[config.mk]
export PLATFORM = sky130hd
export DESIGN_NAME = fantasma_motion_ctrl
export DESIGN_NICKNAME = d
export VERILOG_FILES = /design/src/rtl/fantasma_motion_ctrl.sv
export SDC_FILE = /design/constraint.sdc
export NUM_CORES = 1
export LEC_CHECK = 0
export ABC_AREA = 1
export CORE_MARGIN = 2
export CORE_UTILIZATION = 55
export DETAILED_ROUTE_END_ITERATION = 10
export HOLD_SLACK_MARGIN = 0.15
export PLACE_DENSITY = 0.8
export SLEW_MARGIN = 20
export SYNTH_ARGS = -nofsm -noshare
export SYNTH_HDL_FRONTEND = slang
export SYNTH_SLANG_ARGS = --single-unit
[constraint.sdc]
create_clock -name clk -period 3.1 [get_ports clk]
set_input_delay 0.775 -clock clk [delete_from_list [all_inputs] [get_ports clk]]
set_output_delay 0.775 -clock clk [all_outputs]
set_load 0.005 [all_outputs]
[src/rtl/fantasma_motion_ctrl.sv]
// Bouncing-sprite motion controller: advances the sprite once per frame (on the vsync falling edge)
// through a short X/Y/commit sequence, and reports where the beam sits relative to the sprite box.
module fantasma_motion_ctrl #(
    parameter int HACTIVE = 640,
    parameter int VACTIVE = 480,
    parameter int SPR_W   = 16,
    parameter int SPR_H   = 16,
    parameter int X0      = 100,
    parameter int Y0      = 50
) (
    input  logic                       clk,
    input  logic                       reset,
    input  logic                       vsync,
    input  logic                       pause,
    input  logic [2:0]                 speed,
    input  logic [10:0]                hc,
    input  logic [10:0]                vc,
    output logic [10:0]                spr_x,
    output logic [10:0]                spr_y,
    output logic                       dir_x,
    output logic                       dir_y,
    output logic                       frame_tick,
    output logic [7:0]                 frame_cnt,
    output logic                       in_sprite,
    output logic [$clog2(SPR_W)-1:0]   spr_px,
    output logic [$clog2(SPR_H)-1:0]   spr_py
);

    localparam int PXW = $clog2(SPR_W);
    localparam int PYW = $clog2(SPR_H);
    localparam logic [11:0] XMAX = 12'(HACTIVE - SPR_W);
    localparam logic [11:0] YMAX = 12'(VACTIVE - SPR_H);

    typedef enum logic [1:0] {IDLE, UPDX, UPDY, COMMIT} state_t;

    state_t         state_q, state_d;
    logic           vsync_q;
    logic [10:0]    spr_x_q, spr_x_d, spr_y_q, spr_y_d;
    logic           dir_x_q, dir_x_d, dir_y_q, dir_y_d;
    logic [10:0]    nx_q, nx_d, ny_q, ny_d;
    logic           ndx_q, ndx_d, ndy_q, ndy_d;
    logic [2:0]     spd_q, spd_d;
    logic           freeze_q, freeze_d;
    logic           tick_q, tick_d;
    logic [7:0]     cnt_q, cnt_d;
    logic           in_q;
    logic [PXW-1:0] px_q;
    logic [PYW-1:0] py_q;

    logic           frame_evt;
    logic [10:0]    dx, dy;
    logic           hit;

    assign frame_evt = vsync_q & ~vsync;

    // Returns {new_dir, new_pos}; the sum is 12 bits wide so a near-edge position never wraps.
    function automatic logic [11:0] step_axis(input logic [10:0] pos, input logic dir,
                                              input logic [2:0] spd, input logic [11:0] lim);
        logic [11:0] sum;
        sum = {1'b0, pos} + {9'b0, spd};
        if (dir) begin
            if (sum >= lim) step_axis = {1'b0, lim[10:0]};
            else            step_axis = {1'b1, sum[10:0]};
        end else begin
            if ({1'b0, pos} <= {9'b0, spd}) step_axis = {1'b1, 11'd0};
            else                            step_axis = {1'b0, pos - {8'b0, spd}};
        end
    endfunction

    always_comb begin
        state_d  = state_q;
        spr_x_d  = spr_x_q;
        spr_y_d  = spr_y_q;
        dir_x_d  = dir_x_q;
        dir_y_d  = dir_y_q;
        nx_d     = nx_q;
        ny_d     = ny_q;
        ndx_d    = ndx_q;
        ndy_d    = ndy_q;
        spd_d    = spd_q;
        freeze_d = freeze_q;
        tick_d   = 1'b0;
        cnt_d    = cnt_q;
        case (state_q)
            IDLE: begin
                if (frame_evt) state_d = UPDX;
            end
            UPDX: begin
                state_d        = UPDY;
                spd_d          = speed;
                freeze_d       = pause | (speed == 3'd0);
                {ndx_d, nx_d}  = step_axis(spr_x_q, dir_x_q, speed, XMAX);
            end
            UPDY: begin
                state_d        = COMMIT;
                {ndy_d, ny_d}  = step_axis(spr_y_q, dir_y_q, spd_q, YMAX);
            end
            COMMIT: begin
                state_d = IDLE;
                tick_d  = 1'b1;
                cnt_d   = cnt_q + 8'd1;
                if (!freeze_q) begin
                    spr_x_d = nx_q;
                    spr_y_d = ny_q;
                    dir_x_d = ndx_q;
                    dir_y_d = ndy_q;
                end
            end
            default: state_d = IDLE;
        endcase
    end

    always_ff @(posedge clk) begin
        if (reset) begin
            state_q  <= IDLE;
            vsync_q  <= 1'b1;
            spr_x_q  <= 11'(X0);
            spr_y_q  <= 11'(Y0);
            dir_x_q  <= 1'b1;
            dir_y_q  <= 1'b1;
            nx_q     <= 11'(X0);
            ny_q     <= 11'(Y0);
            ndx_q    <= 1'b1;
            ndy_q    <= 1'b1;
            spd_q    <= 3'd0;
            freeze_q <= 1'b1;
            tick_q   <= 1'b0;
            cnt_q    <= 8'd0;
        end else begin
            state_q  <= state_d;
            vsync_q  <= vsync;
            spr_x_q  <= spr_x_d;
            spr_y_q  <= spr_y_d;
            dir_x_q  <= dir_x_d;
            dir_y_q  <= dir_y_d;
            nx_q     <= nx_d;
            ny_q     <= ny_d;
            ndx_q    <= ndx_d;
            ndy_q    <= ndy_d;
            spd_q    <= spd_d;
            freeze_q <= freeze_d;
            tick_q   <= tick_d;
            cnt_q    <= cnt_d;
        end
    end

    // Unsigned subtraction: a beam left of / above the sprite wraps to a large value and misses.
    assign dx  = hc - spr_x_q;
    assign dy  = vc - spr_y_q;
    assign hit = (dx < 11'(SPR_W)) && (dy < 11'(SPR_H));

    always_ff @(posedge clk) begin
        if (reset) begin
            in_q <= 1'b0;
            px_q <= '0;
            py_q <= '0;
        end else begin
            in_q <= hit;
            px_q <= hit ? dx[PXW-1:0] : '0;
            py_q <= hit ? dy[PYW-1:0] : '0;
        end
    end

    assign spr_x      = spr_x_q;
    assign spr_y      = spr_y_q;
    assign dir_x      = dir_x_q;
    assign dir_y      = dir_y_q;
    assign frame_tick = tick_q;
    assign frame_cnt  = cnt_q;
    assign in_sprite  = in_q;
    assign spr_px     = px_q;
    assign spr_py     = py_q;

endmodule

==> results.sh <==
export IMPL_status="completed"
export IMPL_syn_area_per_cell_um2=6.55
export IMPL_synth_cell_types=39
export IMPL_synthesis_area_mm2=0.00517
export IMPL_total_power_uw=3130
export IMPL_first_global_vias=5030
export IMPL_hold_viol=0
export IMPL_clk_path_buf_depth=2
export IMPL_synth_edf_count=0
export IMPL_synthCells=789
export IMPL_cts_made_buffers=9
export IMPL_num_vias=5440
export IMPL_gp_congestion=0.985
export IMPL_nFillCells=811
export IMPL_cp_arrival_ns=3.13
export IMPL_ys_seq_area_share_pct=28.3
export IMPL_clk_latency_ns=0.36
export IMPL_cts_root_buf="clkbuf_8"
export IMPL_p_int_uw=1910
export IMPL_crit_path_start_kind="input port"
export IMPL_ys_ff_latch=73
export IMPL_post_route_drc_count=0
export IMPL_most_common_layout_cells="207 x nand2_1, 105 x inv_1, 73 x dfxtp_1"
export IMPL_path_max_fanout=7
export IMPL_holdCritPathClass="register to register"
export IMPL_slew_viol_final=0
export IMPL_grt_use_total_pct=28.4
export IMPL_placed_area_mm2=0.00600
export IMPL_io_pins=71
export IMPL_max_stage_delay_ns=0.53
export IMPL_dp_hpwl_um=10700
export IMPL_finalSetupViolations=0
export IMPL_path_clk_slew_ns=0.09
export IMPL_htreeDepth=3
export IMPL_peakVddDrop_v=0.000378
export IMPL_worst_pin_slew_ns=0.899
export IMPL_synth_warnings=0
export IMPL_fin_crit_ns=2.84
export IMPL_dp_cells=961
export IMPL_overflow=0
export IMPL_period_share_pct=91.5
export IMPL_die_x_um=101
export IMPL_pwr_density_cell_mw_per_mm2=505
export IMPL_grt_max_degree=31
export IMPL_rows=35
export IMPL_route_detailed_wl_per_inst_um=14.3
export IMPL_initial_utilization_pct=56.2
export IMPL_final_common_cell="nand2_1"
export IMPL_cap_violations=0
export IMPL_critPathBufInv=3
export IMPL_switchingPower_uw=1220
export IMPL_dr_pass1_iters=6
export IMPL_swShare_pct=38.8
export IMPL_die_h_um=101
export IMPL_synth_ff_type="dfxtp_1"
export IMPL_synthArstFlopShare_pct=0
export IMPL_die_area_mm2=0.0102
export IMPL_drive_gt1_share_pct=5.43
export IMPL_stdcell_area_mm2=0.00620
export IMPL_critical_path_class="input port to register"
export IMPL_fmax_ghz=0.353
export IMPL_slew_headroom_pct=40.0
export IMPL_synthToLayoutAreaGrowth_pct=19.9
export IMPL_syn_num_nets=862
export IMPL_wirelength_um=14000
export IMPL_p_comb_share_pct=36.3
export IMPL_cts_hold_buffers_added=0
export IMPL_io_buffers=70
export IMPL_postCtsSetupRepairBufs=0
export IMPL_cts_resized_gates=0
export IMPL_worstPathRequired_ns=3.40
export IMPL_clkSinkCount=73
export IMPL_antenna_found_initial=0
export IMPL_ant_nets=0
export IMPL_nets=934
export IMPL_cp_cell_sequence="clkdlybuf4s50_1 > ha_1 > inv_1 > fa_1 > inv_1 > nand3_1 > nand2_1 > nand2_2 > nor2_2 > nand3_2 > a21oi_4 > nand2_4 > nor2_1 > o21a_1"
export IMPL_antennaDiodeCount=0
export IMPL_rsz0062_at_grt="no"
export IMPL_path_common_cell="inv_1"
export IMPL_cellLeakagePower_uw=0.00293
export IMPL_crit_slowest_cell="clkdlybuf4s50_1"
export IMPL_grt_pass1_wl_um=23200
export IMPL_fin_skew_ns=0.00793
export IMPL_crit_family="simple AND/OR/NAND/NOR gates"
export IMPL_seq_power_share_pct=38.8
export IMPL_end_kind="register"
export IMPL_cts_tree="yes"
export IMPL_viasPerCell=5.57
export IMPL_dr_first_iter_drc_count=475
export IMPL_pwr_share_clk_pct=24.9
export IMPL_core_mm2=0.00920
export IMPL_fin_cells=977
## cells in the mapped netlist, types with 4 or more instances
master / n / area share, %
a21oi_1: 66 / 6.4
a31oi_1: 5 / 0.61
o21ai_0: 41 / 4.0
buf_2: 4 / 0.39
dfxtp_1: 73 / 28
nand2_2: 4 / 0.48
nand3_1: 62 / 6.0
inv_1: 105 / 7.6
o211ai_1: 10 / 1.5
xor2_1: 18 / 3.0
nor3_1: 9 / 0.87
clkbuf_1: 13 / 0.94
ha_1: 38 / 9.2
nand2_1: 207 / 15
fa_1: 6 / 2.3
nand4_1: 23 / 2.8
nor2_1: 68 / 4.9
## final cells by class
class / count / area, um^2 / area share (%)
Inverter: 110 / 413 / 6.66
Sequential cell: 73 / 1460 / 23.6
Tap cell: 111 / 139 / 2.24
Clock buffer: 9 / 124 / 2.00
Multi-Input combinational cell: 586 / 3200 / 51.6
Timing Repair Buffer: 81 / 783 / 12.6
Clock inverter: 7 / 80.1 / 1.29
## worst register-to-register path, delay by kind of cell (launching register included)
family | cells | cell delay (ns)
simple gates | 9 | 1.03
buf+inv | 2 | 0.27
fa+ha+maj | 1 | 0.48
flops | 1 | 0.50
compound gates | 1 | 0.24
## cell families (layout without fill, tap and decap cells)
logic type,after synthesis,count (layout),synth area share (%)
DFF,73,73,28.3
AOI/OAI and AO/OA,135,135,14.4
and+or+nand+nor,386,386,32.4
xor gates and xnor gates,21,21,3.56
adders and majority gates,44,44,11.5
buffers and inverters,130,207,9.83
## power groups by stage
| stage | Sequential (uW) | Combinational, uW | Clock (uW) |
|---|---|---|---|
| after global routing | 1230 | 1290 | 840 |
| after detailed placement | 1230 | 1100 | 0 |
| after global placement | 1230 | 1080 | 0 |
| after floorplan | 1200 | 807 | 0 |
| after CTS | 1210 | 1120 | 792 |
| final | 1210 | 1140 | 780 |
## through the flow
| step | TNS (ns) | util [%] | setup slack, ns | hold WS (ns) |
|---|---|---|---|---|
| 2_1_floorplan | 0 | - | 0.657 | 0.430 |
| 3_3_place_gp | -0.00365 | 65.2 | -0.00365 | 0.437 |
| 3_5_place_dp | -0.531 | 65.2 | -0.0602 | 0.445 |
| 4_1_cts | 0 | 67.4 | 0.294 | 0.464 |
| 5_1_grt | 0 | 67.4 | 0.107 | 0.490 |
| 6_report | 0 | 67.4 | 0.264 | 0.464 |
## routing by layer
metal  vias to the layer above  track usage (%)  share of wire [%]
met5                         -                0                  0
met4                         0             8.11                1.2
met3                        18             3.40                7.6
li1                       2710                -                  -
met1                      2484             37.5                 44
met2                       228             48.8                 47
## state kept, by name, indices dropped and copies added (netlist names), 2 cells and up
| name | flops |
|---|---|
| ny_q | 11 |
| spr_y | 11 |
| spr_px | 4 |
| spr_py | 4 |
| nx_q | 11 |
| spd_q | 3 |
| spr_x | 11 |
| frame_cnt | 8 |
| state_q | 2 |
## path summary, 6_finish.rpt
kind | slack [ns] | endpoint | from | cells after the start
max | 0.26 | nx_q[1] | speed[0] | 14
min | 0.46 | frame_cnt[7] | frame_cnt[7] | 1
max reg2reg | 0.50 | ny_q[1] | spr_y[1] | 13
min reg2reg | 0.46 | frame_cnt[7] | frame_cnt[7] | 1
No activity file was read; power rests on OpenSTA's default activity.
==> RTL edit: new RTL, same settings <==
Set the parameter `SPR_W` to 32 (it was 16).
--- a/src/rtl/fantasma_motion_ctrl.sv
+++ b/src/rtl/fantasma_motion_ctrl.sv
@@ -4,5 +4,5 @@
     parameter int HACTIVE = 640,
     parameter int VACTIVE = 480,
-    parameter int SPR_W   = 16,
+    parameter int SPR_W   = 32,
     parameter int SPR_H   = 16,
     parameter int X0      = 100,
Ports: changed (resized spr_px); port bits go from 71 to 72. The function was not compared with the original's and may differ.
==> RTL edit against the unedited design <==
Sequential cell count up 1; routed wire length up 2.9%; first-iteration DRC count down 20%; via count up 1.0%; power up 2.8%; setup slack worse by 0.016 ns; non-clock buffer count up 2; synthesized cell count up 1.5%; area after synthesis up 2.3%; die area up 2.3%; final area up 2.5%; clock skew up 0.0031 ns; critical path type unchanged; largest cell class unchanged; largest power group unchanged; highest routed layer unchanged.
==> RTL edit: results (changes against the unedited design) <==
| Metric | Value |
|---|---|
| Outcome | `complete, no violations` |
| Iteration count of the initial detailed-routing pass | `5 (-1)` |
| Layout Nets | `945 (+1.2%)` |
| DRT iter0 DRCs | `380 (-20%)` |
| Vias in the first global route | `5250 (+4.4%)` |
| Post-synth net total | `874 (+1.4%)` |
| Top post-synthesis cells by area | `dfxtp_1 (28%), nand2_1 (14%), ha_1 (9.0%), inv_1 (7.0%), a21oi_1 (6.7%)` |
| Place WS | `-0.0683 ns (-0.00804 ns)` |
| Leak Pwr | `2.92 nW (-0.48%)` |
| CTS H-tree lvls | `3 (unchanged)` |
| Hold_ws | `0.462 ns (-0.00249 ns)` |
| Post-synthesis cell type count | `40 (+2.6%)` |
| Worst r2r path cells | `12 (-1)` |
| Sequential fraction of the synthesis area | `28.0% (-0.27 points)` |
| Tot GR Track Use | `28.6% (+0.25 points)` |
| Initial antenna violation count | `0 (unchanged)` |
| Flop2flop setup slack | `0.56 ns (+0.06 ns)` |
| Highest Clock Rate | `0.351 GHz (-0.57%)` |
| R2r endpoint | `ny_q[2]` |
| Pin count of the biggest net entering global routing | `33 (+6.5%)` |
| Routed len/inst | `14.3 um (about the same)` |
| Most frequent cells after synthesis | `nand2_1 (196), inv_1 (99), nor2_1 (78)` |
| PortBufs | `71 (+1.4%)` |
| Hold Crit Start | `frame_cnt[7]` |
| Placer Congestion | `0.991 (+0.62%)` |
| Vias | `5497 (+1.0%)` |
| Cell chosen for the clock root | `clkbuf_8` |
| Least-Margin Pin Slew | `0.914 ns (+0.0154 ns)` |
| Max Root-Sink Buffers | `2 (unchanged)` |
| Crit path DAT | `3.08 ns (-0.05 ns)` |
| Top delay family on crit path | `buffers and inverters` |
| First-pass GRT wire length | `23600 um (+1.7%)` |
| Max IR drop VDD | `0.447 mV (+18%)` |
| Final HPWL DP | `11100 um (+3.5%)` |
| Crit path max fanout | `6 (-1)` |
| Worst Setup SP | `speed[1]` |
| Final setup skew | `0.0110 ns (+0.00306 ns)` |
| Share of cells above drive strength 1 | `6.04% (+0.62 points)` |
==> RTL edit: cell count changes after synthesis, moves of 3 or more <==
cell and change:
a21oi_1 +5, nor2_4 +3, o21ai_1 +3, nand4_1 -3, nand3b_1 +3, nor2_1 +10, inv_1 -6, nand2_1 -11
==> RTL edit: per-stage QoR <==
stage | std cells | total power [mW] | area, um2
after detailed placement | 990 | 2.37 | 6140
after floorplan | 801 | 2.04 | 5290
after CTS | 1006 | 3.21 | 6350
after global routing | 1006 | 3.43 | 6350
after global placement | 990 | 2.33 | 6140
final | 1006 | 3.22 | 6350
==> RTL edit: per-layer routing <==
metal,share of wire [%],vias up,wire length (um),GRT usage [%]
met5,0,-,0,0
met4,2.1,0,306,9.54
met3,5.7,29,827,4.17
met2,48,197,6940,49.4
met1,44,2515,6310,36.8
li1,-,2756,-,-
==> RTL edit: power by group <==
part | internal [mW] | leakage (nW) | total, mW | switching [mW]
Sequential | 1.11 | 0.602 | 1.23 | 0.119
Combinational | 0.436 | 2.21 | 1.15 | 0.714
Clock | 0.457 | 0.107 | 0.842 | 0.385
==> RTL edit: worst max-delay path by stage <==
| stage | end | cells after the start |
|---|---|---|
| floorplan | nx_q[6] | 13 |
| global placement | nx_q[5] | 14 |
| detailed placement | nx_q[1] | 14 |
| CTS | nx_q[6] | 13 |
| global route | nx_q[6] | 13 |
| finish | nx_q[5] | 13 |
==> RTL edit: area by class of cell <==
type	count	area, um2
Multi-Input combinational cell	598	3290
Fill cell	845	2930
Sequential cell	74	1480
Timing Repair Buffer	83	801
Inverter	106	400
Tap cell	129	161
Clock buffer	10	128
Clock inverter	6	90.1
==> RTL edit: cells by family (layout without fill, tap and decap cells) <==
family                   count (synthesis)  count (layout)  synth area share (%)
adder cells (fa/ha/maj)                 44              44                  11.3
AO/OA/AOI/OAI                          142             142                  14.5
XOR/XNOR                                22              22                  3.64
buffers and inverters                  129             205                  9.79
AND/OR/NAND/NOR                        390             390                  32.8
flip-flops                              74              74                  28.0
